**src/rtl/pipeline_pkg.sv**
```systemverilog
// Shared pipeline definitions: reset constants, fetch FSM encoding and the
// IF/ID bundle handed from fetch to decode.
package pipeline_pkg;

  localparam logic [31:0] RESET_PC  = 32'h0000_0000;
  localparam logic [31:0] NOP_INSTR = 32'h0000_0013;  // addi x0,x0,0

  typedef enum logic [1:0] {
    S_REQ,
    S_WAIT,
    S_KILL
  } fetch_state_e;

  typedef struct packed {
    logic        valid;
    logic [31:0] instr;
    logic [31:0] pc;
    logic [31:0] pc4;
  } if_id_t;

  function automatic if_id_t make_if_id(input logic [31:0] instr,
                                        input logic [31:0] pc);
    if_id_t b;
    b.valid = 1'b1;
    b.instr = instr;
    b.pc    = pc;
    b.pc4   = pc + 32'd4;
    return b;
  endfunction

endpackage

```
**src/rtl/reg_if_id.sv**
```systemverilog
// IF/ID pipeline register: flush has priority, load captures the next bundle,
// otherwise contents are held (stall).
module reg_if_id #(
  parameter logic [31:0] NOP_INSTR = pipeline_pkg::NOP_INSTR
) (
  input  logic                clk,
  input  logic                reset,
  input  logic                flush,
  input  logic                load,
  input  pipeline_pkg::if_id_t d,
  output pipeline_pkg::if_id_t q
);

  // NOTE: state is written only with <= inside the async-reset flop so every
  // reader samples the pre-edge value; blocking here would race the readers.
  always_ff @(posedge clk or negedge reset) begin
    if (!reset) begin
      q <= '{valid: 1'b0, instr: NOP_INSTR, pc: 32'h0, pc4: 32'h0};
    end else if (flush) begin
      q.valid <= 1'b0;
      q.instr <= NOP_INSTR;
    end else if (load) begin
      q <= d;
    end
  end

endmodule

```
**src/rtl/estagio_busca.sv**
```systemverilog
// Instruction-fetch stage: owns the PC, runs the single-outstanding fetch
// handshake, buffers one word during ID stalls and feeds the IF/ID register.
module estagio_busca #(
  parameter logic [31:0] RESET_PC  = pipeline_pkg::RESET_PC,
  parameter logic [31:0] NOP_INSTR = pipeline_pkg::NOP_INSTR
) (
  input  logic        clk,
  input  logic        reset,
  output logic        imem_req,
  output logic [31:0] imem_addr,
  input  logic        imem_ready,
  input  logic        imem_rvalid,
  input  logic [31:0] imem_rdata,
  input  logic        stall_id,
  input  logic        redirect,
  input  logic [31:0] redirect_pc,
  output logic        if_id_valid,
  output logic [31:0] if_id_instr,
  output logic [31:0] if_id_pc,
  output logic [31:0] if_id_pc4
);

  import pipeline_pkg::*;

  fetch_state_e state_q, state_d;
  logic [31:0]  pc_q, pc_d;
  logic [31:0]  fetch_pc_q, fetch_pc_d;
  if_id_t       hold_q, hold_d;      // hold_q.valid doubles as "buffer full"
  if_id_t       if_id_q, if_id_d;
  logic         accept, deliver, advance;

  // State register
  always_ff @(posedge clk or negedge reset) begin
    if (!reset) begin
      state_q    <= S_REQ;
      pc_q       <= RESET_PC;
      fetch_pc_q <= 32'h0;
      hold_q     <= '{valid: 1'b0, instr: NOP_INSTR, pc: 32'h0, pc4: 32'h0};
    end else begin
      state_q    <= state_d;
      pc_q       <= pc_d;
      fetch_pc_q <= fetch_pc_d;
      hold_q     <= hold_d;
    end
  end

  // Next-state logic; a redirect kills whatever response is still owed.
  // NOTE: every always_comb target gets a default first so no path infers a latch.
  always_comb begin
    state_d = state_q;
    unique case (state_q)
      S_REQ:  if (accept) state_d = redirect ? S_KILL : S_WAIT;
      S_WAIT: if (imem_rvalid) state_d = S_REQ;
              else if (redirect) state_d = S_KILL;
      S_KILL: if (imem_rvalid) state_d = S_REQ;
      default: state_d = S_REQ;
    endcase
  end

  // Output logic; the request is gated by reset so nothing issues while held.
  always_comb begin
    imem_req = reset && (state_q == S_REQ) && !hold_q.valid;
    accept   = imem_req && imem_ready;
    deliver  = (state_q == S_WAIT) && imem_rvalid && !redirect;
  end

  // PC, hold buffer and IF/ID next values
  always_comb begin
    advance    = !if_id_q.valid || !stall_id;
    pc_d       = pc_q;
    fetch_pc_d = fetch_pc_q;
    hold_d     = hold_q;
    if_id_d    = '{valid: 1'b0, instr: NOP_INSTR, pc: if_id_q.pc, pc4: if_id_q.pc4};

    if (redirect)    pc_d = {redirect_pc[31:2], 2'b00};
    else if (accept) pc_d = pc_q + 32'd4;
    if (accept)      fetch_pc_d = pc_q;

    if (redirect) begin
      hold_d.valid = 1'b0;
    end else if (advance && hold_q.valid) begin
      if_id_d      = hold_q;
      hold_d.valid = 1'b0;
    end else if (deliver && advance) begin
      if_id_d = make_if_id(imem_rdata, fetch_pc_q);
    end else if (deliver) begin
      hold_d = make_if_id(imem_rdata, fetch_pc_q);
    end
  end

  reg_if_id #(.NOP_INSTR(NOP_INSTR)) u_reg_if_id (
    .clk   (clk),
    .reset (reset),
    .flush (redirect),
    .load  (advance),
    .d     (if_id_d),
    .q     (if_id_q)
  );

  assign imem_addr   = pc_q;
  assign if_id_valid = if_id_q.valid;
  assign if_id_instr = if_id_q.instr;
  assign if_id_pc    = if_id_q.pc;
  assign if_id_pc4   = if_id_q.pc4;

endmodule

```
**config.mk**
```make
export PLATFORM = sky130hd
export DESIGN_NAME = estagio_busca
export DESIGN_NICKNAME = d
export VERILOG_FILES = /design/src/rtl/pipeline_pkg.sv /design/src/rtl/reg_if_id.sv /design/src/rtl/estagio_busca.sv
export SDC_FILE = /design/constraint.sdc
export NUM_CORES = 1
export LEC_CHECK = 0
export BUFFER_PORTS_ARGS = -buffer_cell sky130_fd_sc_hd__buf_2
export CAP_MARGIN = 20
export CORE_MARGIN = 10
export CORE_UTILIZATION = 30
export CTS_CLUSTER_SIZE = 14
export DETAILED_ROUTE_END_ITERATION = 8
export HOLD_SLACK_MARGIN = 0.08
export PLACE_DENSITY = 0.48
export REMOVE_ABC_BUFFERS = 1
export SLEW_MARGIN = 20
export SYNTH_ARGS = -nofsm -noshare
export SYNTH_HDL_FRONTEND = slang
export SYNTH_SLANG_ARGS = --single-unit
```
**constraint.sdc**
```tcl
create_clock -name clk -period 3.6 [get_ports clk]
set_input_delay 0.18 -clock clk [delete_from_list [all_inputs] [get_ports clk]]
set_output_delay 0.18 -clock clk [all_outputs]
set_load 0.005 [all_outputs]
```
Word level (Yosys, flattened, before mapping)
Cells that the tools add are included.

operators by class
  reductions and logical operators = 21
  equality and inequality tests = 6
  add/sub/neg operators = 2
  multiplexer cells = 16
  bitwise operators = 3

operators by type and width
  operator                                              count
  2-to-1 mux 97 bit                                     5
  adder 32 x 3 -> 32 bit (second input constant)        2
  2-to-1 mux 32 bit                                     2
  2-to-1 mux 33 bit                                     1
  2-to-1 mux 2 bit                                      5
  logical AND 1 bit                                     7
  inequality test 3 bit (second input constant)         2
  case mux 2 bit (3 select lines)                       1
  AND reduction 3 bit                                   2
  nonzero test 2 bit                                    3
  zero test 1 bit                                       4
  inequality test 2 bit (second input constant)         2
  AND reduction 4 bit                                   1
  NOT 1 bit                                             3
  nonzero test 3 bit                                    1
  equality test 2 x 1 -> 1 bit (second input constant)  1
  equality test 2 bit (second input constant)           1
  zero test 2 bit                                       1
  2-to-1 mux 1 bit                                      2
  AND reduction 2 bit                                   1
  logical OR 1 bit                                      1

storage, ports and cells
  register bits after elaboration = 260
  output and inout bits = 130
  logic and storage cells = 59
  input port bits = 70

Depth between registers and ports, before layout
  word-level depth = 8
  gate-level depth with buffers = 8
  depth with buffers taken out = 6

Modules after synthesis
Synthesis repeated with hierarchy kept, for this count alone.

unflattened totals
  cells, all modules = 1236
  area, all modules = 12395.6 µm²

by module, submodules not included
  module         times used  area each (µm²)  cells each  seq. area each (µm²)
  estagio_busca  1           8366.8           993         3882.5
  reg_if_id      1           4028.9           243         2431.1

Worst setup path before layout
No wires, ideal clock.

  kind = reg-to-reg
  from = reg fetch_pc_q[2]
  to = reg u_reg_if_id.q[14] (netlist name)
  slack = 1.605 ns
  required time = 3.475 ns
  library setup time = 0.125 ns
  stages on the path, launching flop included = 8
  clock period less this slack = 1.995 ns
  arrival = 1.870 ns
  path buffers = 1
  path through = dfrtp_1 ha_1 nand2_1 or4_4 buf_6 xor2_1 o21ai_0 mux2_2

between the ends
  word-level cells in the longest chain between the ends = 3

RTL lines
  what                    RTL line             text
  from (decl)             estagio_busca.sv:27  logic [31:0] fetch_pc_q, fetch_pc_d;
  from (signal assigned)  estagio_busca.sv:42  fetch_pc_q <= fetch_pc_d;
  adder 32 x 3 -> 32 bit  pipeline_pkg.sv:27   b.pc4 = pc + 32'd4;
  2-to-1 mux 97 bit       estagio_busca.sv:84  end else if (deliver && advance) begin
  2-to-1 mux 97 bit       estagio_busca.sv:81  end else if (advance && hold_q.valid) begin
  to (signal assigned)    reg_if_id.sv:18      q <= '{valid: 1'b0, instr: NOP_INSTR, pc: 32'h0, pc4: 32'h0};
  to (decl)               reg_if_id.sv:11      output pipeline_pkg::if_id_t q

No other way between the ends. The select of a mux whose other input is x is not followed.
A chain may end at the register's enable or synchronous reset.

Worst setup path in the final report
  from = reg hold_q[96] (netlist name)
  to = reg state_q[1]

between the ends
  word-level cells in the longest chain between the ends = 5

RTL lines
  what                                    RTL line             text
  from (decl)                             estagio_busca.sv:28  if_id_t hold_q, hold_d; // hold_q.valid doubles as "buffer full"
  from (signal assigned)                  estagio_busca.sv:38  hold_q <= '{valid: 1'b0, instr: NOP_INSTR, pc: 32'h0, pc4: 32'h0};
  from (signal assigned)                  estagio_busca.sv:43  hold_q <= hold_d;
  zero test 1 bit                         estagio_busca.sv:62  imem_req = reset && (state_q == S_REQ) && !hold_q.valid;
  logical AND 1 bit                       estagio_busca.sv:62
  logical AND 1 bit                       estagio_busca.sv:63  accept = imem_req && imem_ready;
  inequality test 2 bit (no source line)  -
  AND reduction 3 bit (no source line)    -
  to (signal assigned)                    estagio_busca.sv:40  state_q <= state_d;
  to (decl)                               estagio_busca.sv:25  fetch_state_e state_q, state_d;

No other way between the ends.

==> metrics.yaml <==
seq_area_frac_synth: 0.560
timing.max_cap.violations: 0
setup.worst_path.class: "flop to flop"
detail_route.wl_per_cell_um: 18.0
pwr_density_cell_nw_per_um2: 537
groute.usage.overall: 0.150
num-nets-final: 1483
finalCritPeriodShare: 0.735
vias_per_cell: 4.84
io_pins: 200
die_area_um2: 45200
ys_ff_latch: 249
timing.fmax_mhz: 378
drt_iter0_markers: 470
hold_viol_final: 0
area_growth_pct: 27.9
routed-via-count: 9212
place_inst: 1780
avgSynthCellArea_um2: 9.49
initial_antenna_violation_count: 1
min_from: "imem_ready"
yosys_warnings: 0
coreArea_um2: 36600
yosys_most_used_dff: "sky130_fd_sc_hd__dfrtp_1"
ys_types: 55
regArea_um2: 6240
drt_pre_antenna_iters: 4
drive_gt1_frac: 0.222
worstPathMaxFanout: 42
ctsLongestPathBuffers: 3
internal-power_uw: 5490
grt_overflow_total: 0
grt_first_pass_wirelength_um: 54300
cts.htree.levels: 1
fp.dieH_um: 213
max-vdd-ir-drop_mv: 0.311
cts.reportedPaths.clkPinSlew_ns: 0.06
die_x_um: 213
cts_made_buffers: 30
route.final.wire_length_um: 34200
cts_num_sinks: 249
worst_margin_slew_ns: 1.02
synth.cell_area_um2: 11100
report.final.setup_viol: 0
start_kind: "flop"
cts_repair_resize_count: 0
setup_repair_after_global_routing_missed_its_margin: "no"
dpl.hpwl_um: 22100
finalHoldWorstSlack_ns: 0.321
total_leakage_power_uw: 0.00666
most_common_cell_after_layout_fill_and_taps_aside: "sky130_fd_sc_hd__nand2_1"
clk_latency_ns: 0.55
worstSetupEndpointType: "flop"
place_congestion: 0.735
clk_root_buffer_cell: "sky130_fd_sc_hd__clkbuf_16"
instances_no_fill: 1903
finish.utilization: 0.389
num_antenna_cells: 0
worst-endpoint-required_ns: 4.09
ys_top_cells_by_area: "sky130_fd_sc_hd__dfrtp_1, sky130_fd_sc_hd__nand2_1, sky130_fd_sc_hd__o21ai_0, sky130_fd_sc_hd__nor2_1, sky130_fd_sc_hd__xnor2_1"
post_dp_cell_area_um2: 12600
core.rowCount: 70
drt.antenna.violating_nets: 0
crit_arrival_ns: 3.13
status: "finished clean"
drc: 0
finClkSkew_ns: 0.0117
maximum_number_of_pins_on_one_net_before_global_route_repair: 91
netlist_instances: 1174
yosysTopAreaCell: "sky130_fd_sc_hd__dfrtp_1"
clock_power_share: 0.384
finalSetupTns_ns: 0
multiInputGateArea_um2: 4550
power_switching_uw: 2160
power.switching_fraction: 0.282
start_util: 0.304
finalMaxSlewViolations: 0
tritoncts: "built"
most-common-layout-cells: "sky130_fd_sc_hd__nand2_1, sky130_fd_sc_hd__dfrtp_1, sky130_fd_sc_hd__buf_2"
timing.final.crit_period_ns: 2.65
relSlewSlack: 0.323
worstHoldPathType: "input pin to flop"
first_global_vias: 9533
synth_enable_flop_cells: 0
port_buffers: 195
ys_async_sr_fraction: 1.00
p_comb_frac: 0.154
p_seq_frac: 0.462
synth_top_cell_area_share: 0.546
fill_cells: 3746
postLayoutCellArea_um2: 14200
regToRegStartpoint: "hold_q[96]$_DFFE_PN0P_"
crit_start: "hold_q[96]$_DFFE_PN0P_"
## per-stage QoR
stage                     power (uW)  setup WS, ns
after detailed placement        4740          1.23
after floorplan                 4070         -4.92
after global routing            8090         0.768
after CTS                       7790         0.921
final                           7650         0.953
after global placement          4720          1.22
## final cells by class
class / instances / share of cell area
tap: 468 / 0.0411
sequential: 249 / 0.438
timing repair buffer: 286 / 0.130
clock inverter: 6 / 0.00237
inverter: 15 / 0.00395
clock buffer: 50 / 0.0651
multi-input combinational: 829 / 0.319
## cell usage after synthesis, types with 6 or more instances
cell type / n
sky130_fd_sc_hd__a21oi_1: 40
sky130_fd_sc_hd__a221oi_1: 28
sky130_fd_sc_hd__a22oi_1: 29
sky130_fd_sc_hd__and2_1: 6
sky130_fd_sc_hd__buf_4: 7
sky130_fd_sc_hd__clkbuf_1: 65
sky130_fd_sc_hd__dfrtp_1: 243
sky130_fd_sc_hd__dfstp_2: 6
sky130_fd_sc_hd__inv_1: 15
sky130_fd_sc_hd__mux2_2: 28
sky130_fd_sc_hd__nand2_1: 303
sky130_fd_sc_hd__nand3_1: 19
sky130_fd_sc_hd__nand4_1: 8
sky130_fd_sc_hd__nor2_1: 105
sky130_fd_sc_hd__nor3_1: 24
sky130_fd_sc_hd__nor4_1: 6
sky130_fd_sc_hd__o21ai_0: 101
sky130_fd_sc_hd__o22ai_1: 13
sky130_fd_sc_hd__xnor2_1: 43
sky130_fd_sc_hd__xor2_1: 11
## worst max-delay path: stages, from the launching register on
cell,delay [ns]
sky130_fd_sc_hd__dfrtp_1,0.45
sky130_fd_sc_hd__nor4b_2,0.55
sky130_fd_sc_hd__nand2_2,0.69
sky130_fd_sc_hd__o22ai_1,0.31
sky130_fd_sc_hd__dlygate4sd3_1,0.58
## timing repair
action / CTS / global route
buffers inserted: 0 / 0
hold buffers: 67 / 0
endpoints found under the hold margin: 205 / 0
## cells by family (layout without fill, tap and decap cells)
kind of cell | count (synthesis) | count (layout) | synth area share
multiplexers | 33 | 33 | 0.0328
buffers and inverters | 97 | 357 | 0.0367
other | 1 | 2 | 0.000337
flip-flops | 249 | 249 | 0.560
AO/OA/AOI/OAI | 232 | 232 | 0.127
adder cells (fa/ha/maj) | 2 | 2 | 0.00225
AND/OR/NAND/NOR | 506 | 506 | 0.198
XOR/XNOR | 54 | 54 | 0.0425
## sequential cells by signal, summed over array words and instances, names as in the netlist
register / cells
fetch_pc_q: 30
u_reg_if_id.q: 94
state_q: 2
imem_addr: 30
hold_q: 93
## routing by layer
layer | share of wire | global-route usage | up-vias
met1 | 0.46 | 0.198 | 4495
met5 | 0.00038 | 0 | -
met4 | 0.016 | 0.0308 | 2
met2 | 0.46 | 0.245 | 194
met3 | 0.066 | 0.0353 | 47
li1 | - | - | 4474
## final timing paths
path	endpoint	slack [ns]	cells past startpoint
min	imem_addr[4]$_DFFE_PN0P_	0.32	5
max in group asynchronous	u_reg_if_id.q[48]$_DFFE_PN0P_	1.73	4
max	state_q[1]$_DFFE_PN0P_	0.95	4
max reg2reg	state_q[1]$_DFFE_PN0P_	0.95	4
min in group asynchronous	u_reg_if_id.q[91]$_DFFE_PN0P_	0.39	3
min reg2reg	hold_q[64]$_DFFE_PN1P_	0.46	2
## power by group through the flow
stage | logic (uW) | clock network (uW) | registers [uW]
5_1_grt | 1340 | 3150 | 3610
3_3_place_gp | 1140 | 0 | 3580
4_1_cts | 1210 | 3030 | 3540
3_5_place_dp | 1150 | 0 | 3590
2_1_floorplan | 538 | 0 | 3530
6_report | 1180 | 2930 | 3540
(Power assumes the default switching activity.)
